[src/rtl/serial_add_ctrl.sv]
// serial_add_ctrl: bit-serial adder controller.
// Sequences one 1-bit full-adder slice over two WIDTH-bit operands, LSB
// first, one bit per clock. Owns the operand shift registers, the carry
// flop, the bit counter and the start/busy/done handshake.
// WIDTH legal range is 2..32.
// Optional feature macro: SERIAL_ADD_SUB_EN adds a 'sub' input that turns
// the operation into a - b (B inverted on capture, carry preloaded with 1).
module serial_add_ctrl #(
  parameter int WIDTH = 8
) (
  input  logic             clk,
  input  logic             rst,
  input  logic             start,
  input  logic [WIDTH-1:0] a,
  input  logic [WIDTH-1:0] b,
  input  logic             cin,
`ifdef SERIAL_ADD_SUB_EN
  input  logic             sub,
`endif
  output logic             busy,
  output logic             done,
  output logic [WIDTH-1:0] sum,
  output logic             cout
);

  localparam int CNT_W = (WIDTH > 1) ? $clog2(WIDTH) : 1;
  localparam logic [CNT_W-1:0] LAST_BIT = CNT_W'(WIDTH - 1);

  typedef enum logic [1:0] {
    S_IDLE = 2'd0,
    S_RUN  = 2'd1,
    S_DONE = 2'd2
  } state_e;

  state_e           state_q, state_d;
  logic [WIDTH-1:0] a_sh_q, a_sh_d;
  logic [WIDTH-1:0] b_sh_q, b_sh_d;
  logic [WIDTH-1:0] res_sh_q, res_sh_d;
  logic             carry_q, carry_d;
  logic [CNT_W-1:0] cnt_q, cnt_d;
  logic [WIDTH-1:0] sum_q, sum_d;
  logic             cout_q, cout_d;

  // The single full-adder slice: the only arithmetic in the block.
  logic slice_sum;
  logic slice_carry;
  assign slice_sum   = a_sh_q[0] ^ b_sh_q[0] ^ carry_q;
  assign slice_carry = (a_sh_q[0] & b_sh_q[0]) | (carry_q & (a_sh_q[0] ^ b_sh_q[0]));

  // Operand conditioning applied on capture (subtract = add inverted B plus 1).
  logic [WIDTH-1:0] b_capture;
  logic             carry_capture;
`ifdef SERIAL_ADD_SUB_EN
  assign b_capture     = sub ? ~b : b;
  assign carry_capture = sub ? 1'b1 : cin;
`else
  assign b_capture     = b;
  assign carry_capture = cin;
`endif

  // Next-state and datapath updates for the IDLE/RUN/DONE sequence.
  always_comb begin
    // NOTE: every signal gets a hold-value default first so no path through
    // the case statement leaves one unassigned (which would infer a latch).
    state_d  = state_q;
    a_sh_d   = a_sh_q;
    b_sh_d   = b_sh_q;
    res_sh_d = res_sh_q;
    carry_d  = carry_q;
    cnt_d    = cnt_q;
    sum_d    = sum_q;
    cout_d   = cout_q;

    unique case (state_q)
      S_IDLE: begin
        if (start) begin
          a_sh_d   = a;
          b_sh_d   = b_capture;
          carry_d  = carry_capture;
          res_sh_d = '0;
          cnt_d    = '0;
          state_d  = S_RUN;
        end
      end

      S_RUN: begin
        // Slice sum enters at the MSB so bit 0 ends up at the LSB after WIDTH shifts.
        res_sh_d = {slice_sum, res_sh_q[WIDTH-1:1]};
        carry_d  = slice_carry;
        a_sh_d   = a_sh_q >> 1;
        b_sh_d   = b_sh_q >> 1;
        if (cnt_q == LAST_BIT) begin
          // Publish only the complete result; the counter stops at terminal count.
          sum_d   = {slice_sum, res_sh_q[WIDTH-1:1]};
          cout_d  = slice_carry;
          state_d = S_DONE;
        end else begin
          cnt_d = cnt_q + CNT_W'(1);
        end
      end

      S_DONE: begin
        state_d = S_IDLE;
      end

      default: begin
        state_d = S_IDLE;
      end
    endcase
  end

  // State register with synchronous active-high reset.
  always_ff @(posedge clk) begin
    // NOTE: sequential state uses non-blocking assignments so every flop
    // samples the pre-edge values, independent of statement order.
    if (rst) begin
      // NOTE: every register, including the shift registers, is reset so an
      // aborted operation leaves no stale operand or partial-sum bits behind.
      state_q  <= S_IDLE;
      a_sh_q   <= '0;
      b_sh_q   <= '0;
      res_sh_q <= '0;
      carry_q  <= 1'b0;
      cnt_q    <= '0;
      sum_q    <= '0;
      cout_q   <= 1'b0;
    end else begin
      state_q  <= state_d;
      a_sh_q   <= a_sh_d;
      b_sh_q   <= b_sh_d;
      res_sh_q <= res_sh_d;
      carry_q  <= carry_d;
      cnt_q    <= cnt_d;
      sum_q    <= sum_d;
      cout_q   <= cout_d;
    end
  end

  // Handshake outputs are pure decodes of the registered state.
  assign busy = (state_q == S_RUN);
  assign done = (state_q == S_DONE);
  assign sum  = sum_q;
  assign cout = cout_q;

endmodule

[config.mk]
export PLATFORM = sky130hd
export DESIGN_NAME = serial_add_ctrl
export DESIGN_NICKNAME = d
export VERILOG_FILES = /design/src/rtl/serial_add_ctrl.sv
export SDC_FILE = /design/constraint.sdc
export NUM_CORES = 1
export LEC_CHECK = 0
export BUFFER_PORTS_ARGS = -buffer_cell sky130_fd_sc_hd__buf_2
export CAP_MARGIN = 40
export CORE_MARGIN = 3
export CORE_UTILIZATION = 41
export DETAILED_ROUTE_END_ITERATION = 7
export SYNTH_ARGS = -nofsm -noshare
export SYNTH_HDL_FRONTEND = slang
export SYNTH_SLANG_ARGS = --single-unit
[constraint.sdc]
create_clock -name clk -period 1.5 [get_ports clk]
set_clock_uncertainty 0.05 [all_clocks]
set_input_delay 0.075 -clock clk [delete_from_list [all_inputs] [get_ports clk]]
set_output_delay 0.075 -clock clk [all_outputs]
set_load 0.005 [all_outputs]
== Yosys cells after proc, flatten, opt, wreduce, memory -nomap -nowiden ==
Index checks and enable logic that the tools add are counted.

* Add/subtract/negate cells: 1
* Eq/ne operators: 6
* Multiplexer cells: 14
* Bitwise gates (word level): 5
* Reduce and logical (&&, ||, !) cells: 6

{| class="wikitable"
|+ Operators with widths
! operator !! number
|-
| 8-bit case mux with 2 select lines || 3
|-
| 8-bit 2-to-1 mux || 3
|-
| 3-bit 2-to-1 mux || 2
|-
| 3-bit case mux with 2 select lines || 1
|-
| 2-bit AND reduction || 3
|-
| 2-bit 2-to-1 mux || 2
|-
| 2-bit inequality test (second input constant) || 2
|-
| 2-bit case mux with 2 select lines || 1
|-
| 3-bit by 1-bit adder with 3-bit output (second input constant) || 1
|-
| 3-bit == test (second input constant) || 1
|-
| 3-bit AND reduction || 1
|-
| 1-bit AND || 2
|-
| 2-bit by 1-bit == test with 1-bit output (second input constant) || 1
|-
| 2-bit == test (second input constant) || 1
|-
| 2-bit zero test || 1
|-
| 2-bit by 1-bit inequality test with 1-bit output (second input constant) || 1
|-
| 1-bit case mux with 2 select lines || 1
|-
| 2-bit nonzero test || 1
|-
| 1-bit XOR || 2
|-
| 1-bit 2-to-1 mux || 1
|-
| 1-bit bitwise OR || 1
|}

* Bits in registers: 39
* Input port bits: 20

== Logic depth before layout (Yosys ltp) ==
Gate-level depths: netlist of the first run.

* Depth in word-level cells: 4
* Mapped depth: 6
* Gate-level depth less buffers: 5

== Worst setup path after synthesis of the first run ==
Ideal clock, no wire load.

* Path kind: flip-flop to flip-flop
* Start: register cnt_q[0]
* End: register cout_q, in the netlist cout
* Setup time: 0.132 ns
* Arrival time: 1.235 ns
* Data required time: 1.318 ns
* Setup slack: 0.083 ns
* Cell stages (with the launch flop): 7
* Buffers on the path: 1
* Clock period less this slack: 1.417 ns
* Cells stage by stage: dfxtp_1 -> ha_1 -> ha_1 -> clkbuf_1 -> nand3b_1 -> nand2_1 -> a21oi_1

* Cells in the longest elaborated chain, start to end: 2

{| class="wikitable"
|+ Ends and longest elaborated chain
! what !! RTL line !! RTL
|-
| from (decl) || 40 || <nowiki>logic [CNT_W-1:0] cnt_q, cnt_d;</nowiki>
|-
| from (signal assigned) || 133 || <nowiki>cnt_q <= cnt_d;</nowiki>
|-
| 3-bit == test || 92 || <nowiki>if (cnt_q == LAST_BIT) begin</nowiki>
|-
| 2-bit AND reduction (no line) || n/a ||
|-
| to (signal assigned) || 135 || <nowiki>cout_q <= cout_d;</nowiki>
|-
| to (decl) || 42 || <nowiki>logic cout_q, cout_d;</nowiki>
|}

Every way passes these cells.
A chain may end at the register's enable or synchronous reset.

== Worst setup path in the final report of the first run ==
* Start: register cnt_q[0]
* End: register sum_q[3], in the netlist sum[3]

* Cells in the longest elaborated chain, start to end: 2

{| class="wikitable"
|+ Ends and longest elaborated chain
! what !! RTL line !! RTL
|-
| 3-bit == test || 92 ||
|-
| 2-bit AND reduction (no line) || n/a ||
|-
| to (signal assigned) || 134 || <nowiki>sum_q <= sum_d;</nowiki>
|-
| to (decl) || 41 || <nowiki>logic [WIDTH-1:0] sum_q, sum_d;</nowiki>
|}

Every way passes these cells.

==> run metrics, run 1 <==
critical path launch point type=flop; post-DR vias/cell=5.19; delay-heaviest family, CP=adder cells; Tmin final=1.38 ns; clock-pin slew on the worst setup and hold paths=0.08 ns; TritonCTS clock tree=yes; Util after Layout=52.7%; Seq/Total Area, Yosys=46.7%; Post-DRT Antenna Nets=0; maximum vdd drop=0.469 mV; endpoints failing setup=0; Worst path slowest cell=dfxtp_1; headroom to the max-slew limit=65.6%; Synth Register Bits=38; share of layout cells above drive strength 1=26.9%; Die X=69.0 µm; Avg Synthesized Cell Area=8.99 µm²; Num CTS Buffers=5; std cell rows=22; DP HPWL=2390 µm; DRC errors left=0; maximum clock path buffer count=2; Max Slew Vio Count=0; min-delay worst type=primary input to flop; synth unique cells=26; Sink Count=38; global-route usage over all layers=15.2%; fmax=723 MHz; initial cell density of the core=43.5%; Max Cap Violations=0; die area=4760 µm²; Final Wtd Congestion=0.750; initial antenna violation count=0; Antenna Cells=0; first-pass GRT wire length=5930 µm; critical path class=flop to flop; CP arrival=1.50 ns; final-report hold violation count=0; CP max stage delay=0.39 ns; area grow syn2layout=21.2%; PortBufs=30; htree depth=2; Tcrit/Tclk final=92.3%; largest net degree at the start of global routing=27; CP max FO=7; Cells after Synth=181; Worst-Margin Slew=0.515 ns; power per standard cell area=1040 nW/µm²; main flop type after synthesis=dfxtp_1; Worst setup EP type=flop; WP data required=1.61 ns; Nets=241; final WL=3390 µm; YS warnings=0; Final TNS setup=0 ns; die height=69.0 µm; most common cell after layout, fill and taps aside=dfxtp_1; Root Buffer=clkbuf_8; io pins=31; RSZ-0062 raised after global routing=no; DR WL/cell=12.7 µm; DRT Pass-1 Iters=4; Vias=1385; grt ovf=0; most frequent cells in the layout=37 x dfxtp_1, 30 x buf_2, 27 x nor2_1, 18 x a21oi_1; Pleak=0.821 nW; Core Area=3740 µm²; asr flop ratio synth=0%; status=complete, no violations; number of synthesized flops with an enable pin=0; vias in the first global route=1324; CP cell instances=ha_1 > ha_2 > nand3b_1 > buf_4 > nand2_1 > a21oi_1; DRT iter0 DRCs=67; Syn Std Cell Area=1630 µm²; Worst-Skew Late Latency=0.29 ns; Mapped Nets=204; Critical path buffers and inverters=1
==> per-stage QoR <==
stage	hold slack (ns)	instance area, µm²	std cells	power (mW)	setup WS, ns
detailed placement	0.307	1860	258	1.34	0.0995
floorplan	0.185	1630	181	1.27	0.0829
global placement	0.298	1860	258	1.33	0.172
CTS	0.00167	1970	267	2.07	0.0572
finish	0.00783	1970	267	2.04	0.116
global route	0.00666	1970	267	2.15	0.0114
==> worst paths after layout <==
| path | startpoint | to | slack [ns] | cells past startpoint |
|---|---|---|---|---|
| setup / recovery | cnt_q[0]$_SDFFE_PP0P_ | sum[3]$_SDFFE_PP0P_ | 0.12 | 6 |
| hold / removal | a[7] | a_sh_q[7]$_SDFFE_PP0P_ | 0.008 | 3 |
| setup reg to reg | cnt_q[0]$_SDFFE_PP0P_ | sum[3]$_SDFFE_PP0P_ | 0.12 | 6 |
| hold reg to reg | sum[6]$_SDFFE_PP0P_ | sum[6]$_SDFFE_PP0P_ | 0.41 | 2 |
==> cell usage after synthesis (all sizes together) (5+ instances only) <==
library cell / instances / area (µm²)
a211oi: 12 / 90.1
a21oi: 18 / 90.1
a22oi: 7 / 52.6
buf: 9 / 65.1
clkbuf: 5 / 18.8
dfxtp: 38 / 761
inv: 5 / 18.8
mux2i: 13 / 130
nand2: 12 / 45.0
nand3: 13 / 65.1
nor2: 27 / 101
==> power by group <==
| group | total [mW] | internal, mW | switching (mW) |
|---|---|---|---|
| clock | 0.728 | 0.369 | 0.359 |
| sequential | 1.09 | 1.06 | 0.0306 |
| combinational | 0.231 | 0.111 | 0.120 |
| total | 2.04 | 1.53 | 0.510 |
==> cells by family after synthesis <==
logic type	synth area share, %
adder cells (fa/ha/maj)	2.77
AND/OR/NAND/NOR	16.5
buffers and inverters	6.53
AO/OA/AOI/OAI	19.4
multiplexers	7.99
flip-flops	46.7
==> sequential cells by signal, summed over array words and instances, names as in the netlist <==
register  cells
carry_q       1
a_sh_q        8
res_sh_q      7
cnt_q         3
cout          1
b_sh_q        8
sum           8
state_q       2
==> routing by layer <==
metal / up-vias / share of wire [%] / track usage (%) / wire length, µm
met4: 0 / 1.2 / 5.42 / 42
met5: - / 0 / 0 / 0
li1: 715 / - / - / -
met1: 629 / 46 / 19.0 / 1570
met2: 36 / 46 / 24.0 / 1560
met3: 5 / 6.6 / 5.25 / 223
==> worst min-delay path: stages <==
cell      delay [ns]
buf_2           0.10
nand3b_1        0.07
a21oi_1         0.05
==> layout make-up <==
class / count / area (µm²)
Clock buffer: 6 / 82.6
Clock inverter: 2 / 12.5
Fill cell: 370 / 1770
Inverter: 6 / 22.5
Multi-Input combinational cell: 123 / 763
Sequential cell: 38 / 762
Tap cell: 48 / 60.1
Timing Repair Buffer: 44 / 270
==> what timing repair did <==
action	CTS	global route
endpoints found under the hold margin	1	0
hold buffers	1	0
buffers inserted	0	0
endpoints found under the setup margin	0	11
gates resized for setup	0	2
Note: power is estimated with default switching activity, not from simulation.
==> inputs of run 2 (changes only) <==
--- a/config.mk
+++ b/config.mk
@@ -10,6 +10,7 @@
 export CORE_MARGIN = 3
 export CORE_UTILIZATION = 41
 export DETAILED_ROUTE_END_ITERATION = 7
+export GPL_TIMING_DRIVEN = 0
 export SYNTH_ARGS = -nofsm -noshare
 export SYNTH_HDL_FRONTEND = slang
 export SYNTH_SLANG_ARGS = --single-unit
==> run metrics, run 2 (synthesis results as in run 1) <==
Worst path slowest cell=dfxtp_2; critical path class=flop to output pin; endpoints failing setup=0; std cell rows=22; maximum vdd drop=0.525 mV; Root Buffer=clkbuf_8; Worst-Margin Slew=0.436 ns; Worst-Skew Late Latency=0.29 ns; io pins=31; fmax=695 MHz; largest net degree at the start of global routing=14; CP arrival=1.31 ns; Worst setup EP type=output pin; DRC errors left=0; die area=4760 µm²; PortBufs=28; Pleak=0.805 nW; headroom to the max-slew limit=70.9%; Crit Reg-Reg Startpoint=cnt_q[0]$_SDFFE_PP0P_; Sink Count=38; Tcrit/Tclk final=96.0%; RSZ-0062 raised after global routing=yes; Final Wtd Congestion=0.854; Util after Layout=52.8%; final WL=3450 µm; global-route usage over all layers=15.1%; area grow syn2layout=21.4%; htree depth=2; post-DR vias/cell=5.28; Max Cap Violations=0; DP HPWL=2510 µm; delay-heaviest family, CP=buffers and inverters; initial cell density of the core=43.5%; share of layout cells above drive strength 1=25.2%; CP max FO=10; placed cells=257; TritonCTS clock tree=yes; min-delay worst type=primary input to flop; first-pass GRT wire length=5910 µm; most common cell after layout, fill and taps aside=dfxtp_1; Final TNS setup=0 ns; CP max stage delay=0.38 ns; grt ovf=0; Nets=240; DR WL/cell=13.0 µm; Hold Startpoint=a[7]; Max Slew Vio Count=0; power per standard cell area=1100 nW/µm²; status=complete, no violations; overall power=2.18 mW; CP cell instances=nand2b_2 > clkinv_2 > buf_4 > buf_2; clock-pin slew on the worst setup and hold paths=0.07 ns; Post-DRT Antenna Nets=0; critical path launch point type=flop; vias in the first global route=1347; DRT Pass-1 Iters=5; die height=69.0 µm; DRT iter0 DRCs=73; Vias=1404; Tmin final=1.44 ns; Antenna Cells=0; final-report hold violation count=0; WP data required=1.37 ns; Non-Filler Instances=266; initial antenna violation count=0; maximum clock path buffer count=2; Critical path buffers and inverters=3; Num CTS Buffers=5; Die X=69.0 µm; most frequent cells in the layout=37 x dfxtp_1, 30 x buf_2, 27 x nor2_1, 18 x a21oi_1; launch point of the worst path=state_q[1]$_SDFFE_PP0P_; Core Area=3740 µm²
[run 2: worst reg2reg max path: stages (launching register included)]
cell     delay, ns
dfxtp_1       0.39
ha_1          0.22
ha_4          0.19
buf_4         0.18
nand3_1       0.09
a31oi_1       0.18
[run 2: metal layers]
metal  routed length, µm  share of wire [%]  GRT usage [%]
met5                   0                  0              0
met1                1610                 47           18.9
met4                  63                1.8           6.51
met3                 172                5.0           3.94
met2                1600                 47           24.4
[run 2: path summary, 6_finish.rpt]
kind,depth (start not counted),slack (ns),endpoint
max,4,0.06,busy
min,3,0.03,a_sh_q[7]$_SDFFE_PP0P_
max reg2reg,5,0.14,cnt_q[2]$_SDFFE_PP0P_
min reg2reg,2,0.40,sum[4]$_SDFFE_PP0P_
[run 2: timing repair]
item / CTS / global route
endpoints found under the hold margin: 1 / 0
resized for setup: 4 / 2
setup endpoints to repair: 12 / 3
buffers inserted: 1 / 0
hold buffers: 1 / 0
pin swaps: 1 / 0
[run 2: area by class of cell]
type,count,area (µm²)
multi-input cells,123,773
inverters,6,23.8
plain buffers,13,85.1
clock inverters,3,45.0
flip-flops and latches,38,762
repair buffers,30,158
well taps,48,60.1
clock buffers,5,68.8
fillers,400,1770
[run 2: per-stage QoR]
stage          setup slack (ns)  area, µm²  hold WS (ns)
2_1_floorplan            0.0829       1630         0.185
3_3_place_gp             -0.182       1830         0.302
3_5_place_dp             -0.256       1830         0.306
4_1_cts                  0.0390       1960        0.0213
5_1_grt                 -0.0122       1980        0.0265
6_report                 0.0604       1980        0.0286
[run 2: where the power goes]
part,total [mW],internal [mW],switching [mW]
clock,0.857,0.494,0.363
combinational,0.233,0.109,0.124
sequential,1.09,1.06,0.0300
==> inputs of run 3 (changes only) <==
--- a/config.mk
+++ b/config.mk
@@ -11,6 +11,7 @@
 export CORE_UTILIZATION = 41
 export DETAILED_ROUTE_END_ITERATION = 7
 export GPL_TIMING_DRIVEN = 0
+export PLACE_DENSITY = 0.62
 export SYNTH_ARGS = -nofsm -noshare
 export SYNTH_HDL_FRONTEND = slang
 export SYNTH_SLANG_ARGS = --single-unit
==> run metrics, run 3 (synthesis results as in run 1) <==
min-delay worst type=primary input to flop; sw frac=24.2%; Core Area=3740 µm²; Die X=69.0 µm; CP max FO=10; Tmin final=1.42 ns; CP cell instances=nand2b_2 > clkinv_2 > buf_4 > buf_2; Num CTS Buffers=5; Nets=240; htree depth=2; most common cell after layout, fill and taps aside=dfxtp_1; overall power=2.03 mW; maximum clock path buffer count=2; Hold WS=0.0162 ns; vias in the first global route=1320; pre-CTS WS=-0.239 ns; DRC errors left=0; TritonCTS clock tree=yes; WP data required=1.37 ns; initial antenna violation count=0; std cell rows=22; Final Wtd Congestion=0.879; status=complete, no violations; Final Cell Area=1960 µm²; DRT Pass-1 Iters=4; Pleak=0.803 nW; first-pass GRT wire length=5940 µm; Non-Filler Instances=266; Sink Count=38; post-DR vias/cell=5.20; grt ovf=0; Max Cap Violations=0; CP arrival=1.30 ns; share of layout cells above drive strength 1=24.8%; headroom to the max-slew limit=69.8%; endpoints failing setup=0; delay-heaviest family, CP=buffers and inverters; critical path class=flop to output pin; final WL=3450 µm; die area=4760 µm²; setup ws final=0.0760 ns; largest net degree at the start of global routing=12; fmax=702 MHz; placed cells=257; Root Buffer=clkbuf_8; RSZ-0062 raised after global routing=no; initial cell density of the core=43.5%; Tcrit/Tclk final=94.9%; Critical path buffers and inverters=3; die height=69.0 µm; PortBufs=28; Worst setup EP type=output pin; Antenna Cells=0; Vias=1383; maximum vdd drop=0.745 mV; Worst-Skew Late Latency=0.28 ns; most frequent cells in the layout=37 x dfxtp_1, 30 x buf_2, 27 x nor2_1, 18 x a21oi_1; P_int=1.54 mW; Seq pwr share=53.6%; DR WL/cell=13.0 µm; DRT iter0 DRCs=80; CP max stage delay=0.38 ns; area grow syn2layout=20.2%; Max Slew Vio Count=0; io pins=31; final-report hold violation count=0; Sw Pwr=0.489 mW; Post-DRT Antenna Nets=0; power per standard cell area=1040 nW/µm²; critical path launch point type=flop; Worst path slowest cell=dfxtp_2; DP HPWL=2520 µm; global-route usage over all layers=15.1%; DP Area=1830 µm²; Comb power frac=11.6%; clock-pin slew on the worst setup and hold paths=0.07 ns; Worst-Margin Slew=0.453 ns; clock share of power=34.8%
-- run 3: cell count changes in the layout (fill, tap and decap cells not counted) --
cell        delta
clkbuf_8       +1
bufinv_16      -1
clkinvlp_4     -2
buf_4          -1
buf_6          +1
clkbuf_1       +1
clkinv_2       +1
-- run 3: final timing paths --
path,slack (ns),endpoint,start,cells after the start
min reg2reg,0.40,sum[5]$_SDFFE_PP0P_,sum[5]$_SDFFE_PP0P_,2
min,0.02,a_sh_q[7]$_SDFFE_PP0P_,a[7],3
max reg2reg,0.16,sum[1]$_SDFFE_PP0P_,cnt_q[0]$_SDFFE_PP0P_,6
max,0.08,busy,state_q[1]$_SDFFE_PP0P_,4
-- run 3: routing by layer --
metal	vias up	track usage [%]	share of wire [%]
met5	-	0	0
met4	0	5.21	1.4
met3	6	4.66	4.0
met2	25	23.9	47
met1	643	19.3	48
li1	709	-	-
-- run 3: tightest hold or removal path, stage by stage --
cell and delay, ns:
buf_2 0.10, nand3b_1 0.07, a21oi_1 0.06
-- run 3: what timing repair did --
| item | in CTS | in global routing |
|---|---|---|
| pin swaps | 1 | 0 |
| buffers inserted | 1 | 0 |
| endpoints found under the hold margin | 1 | 0 |
| hold buffers | 1 | 0 |
| gates resized for setup | 2 | 5 |
| setup endpoints to repair | 12 | 12 |
-- run 3: area by class of cell --
cell class	instances	area, µm²
buffer	13	88.8
clock buffer	7	86.3
clock inverter	1	5.00
fill	381	1790
inverter	6	23.8
multi-input combinational	123	773
sequential	38	762
tap	48	60.1
timing repair buffer	30	158
-- run 3: power by group through the flow --
stage	logic (mW)	clock network (mW)	registers [mW]
floorplan	0.170	0	1.10
global placement	0.222	0	1.11
detailed placement	0.230	0	1.11
CTS	0.234	0.728	1.09
global route	0.264	0.773	1.09
finish	0.234	0.705	1.09
-- run 3: per-stage QoR --
| stage | TNS, ns | util (%) |
|---|---|---|
| 2_1_floorplan | 0 | - |
| 3_3_place_gp | -1.62 | 48.8 |
| 3_5_place_dp | -2.28 | 48.8 |
| 4_1_cts | 0 | 51.7 |
| 5_1_grt | 0 | 52.3 |
| 6_report | 0 | 52.3 |
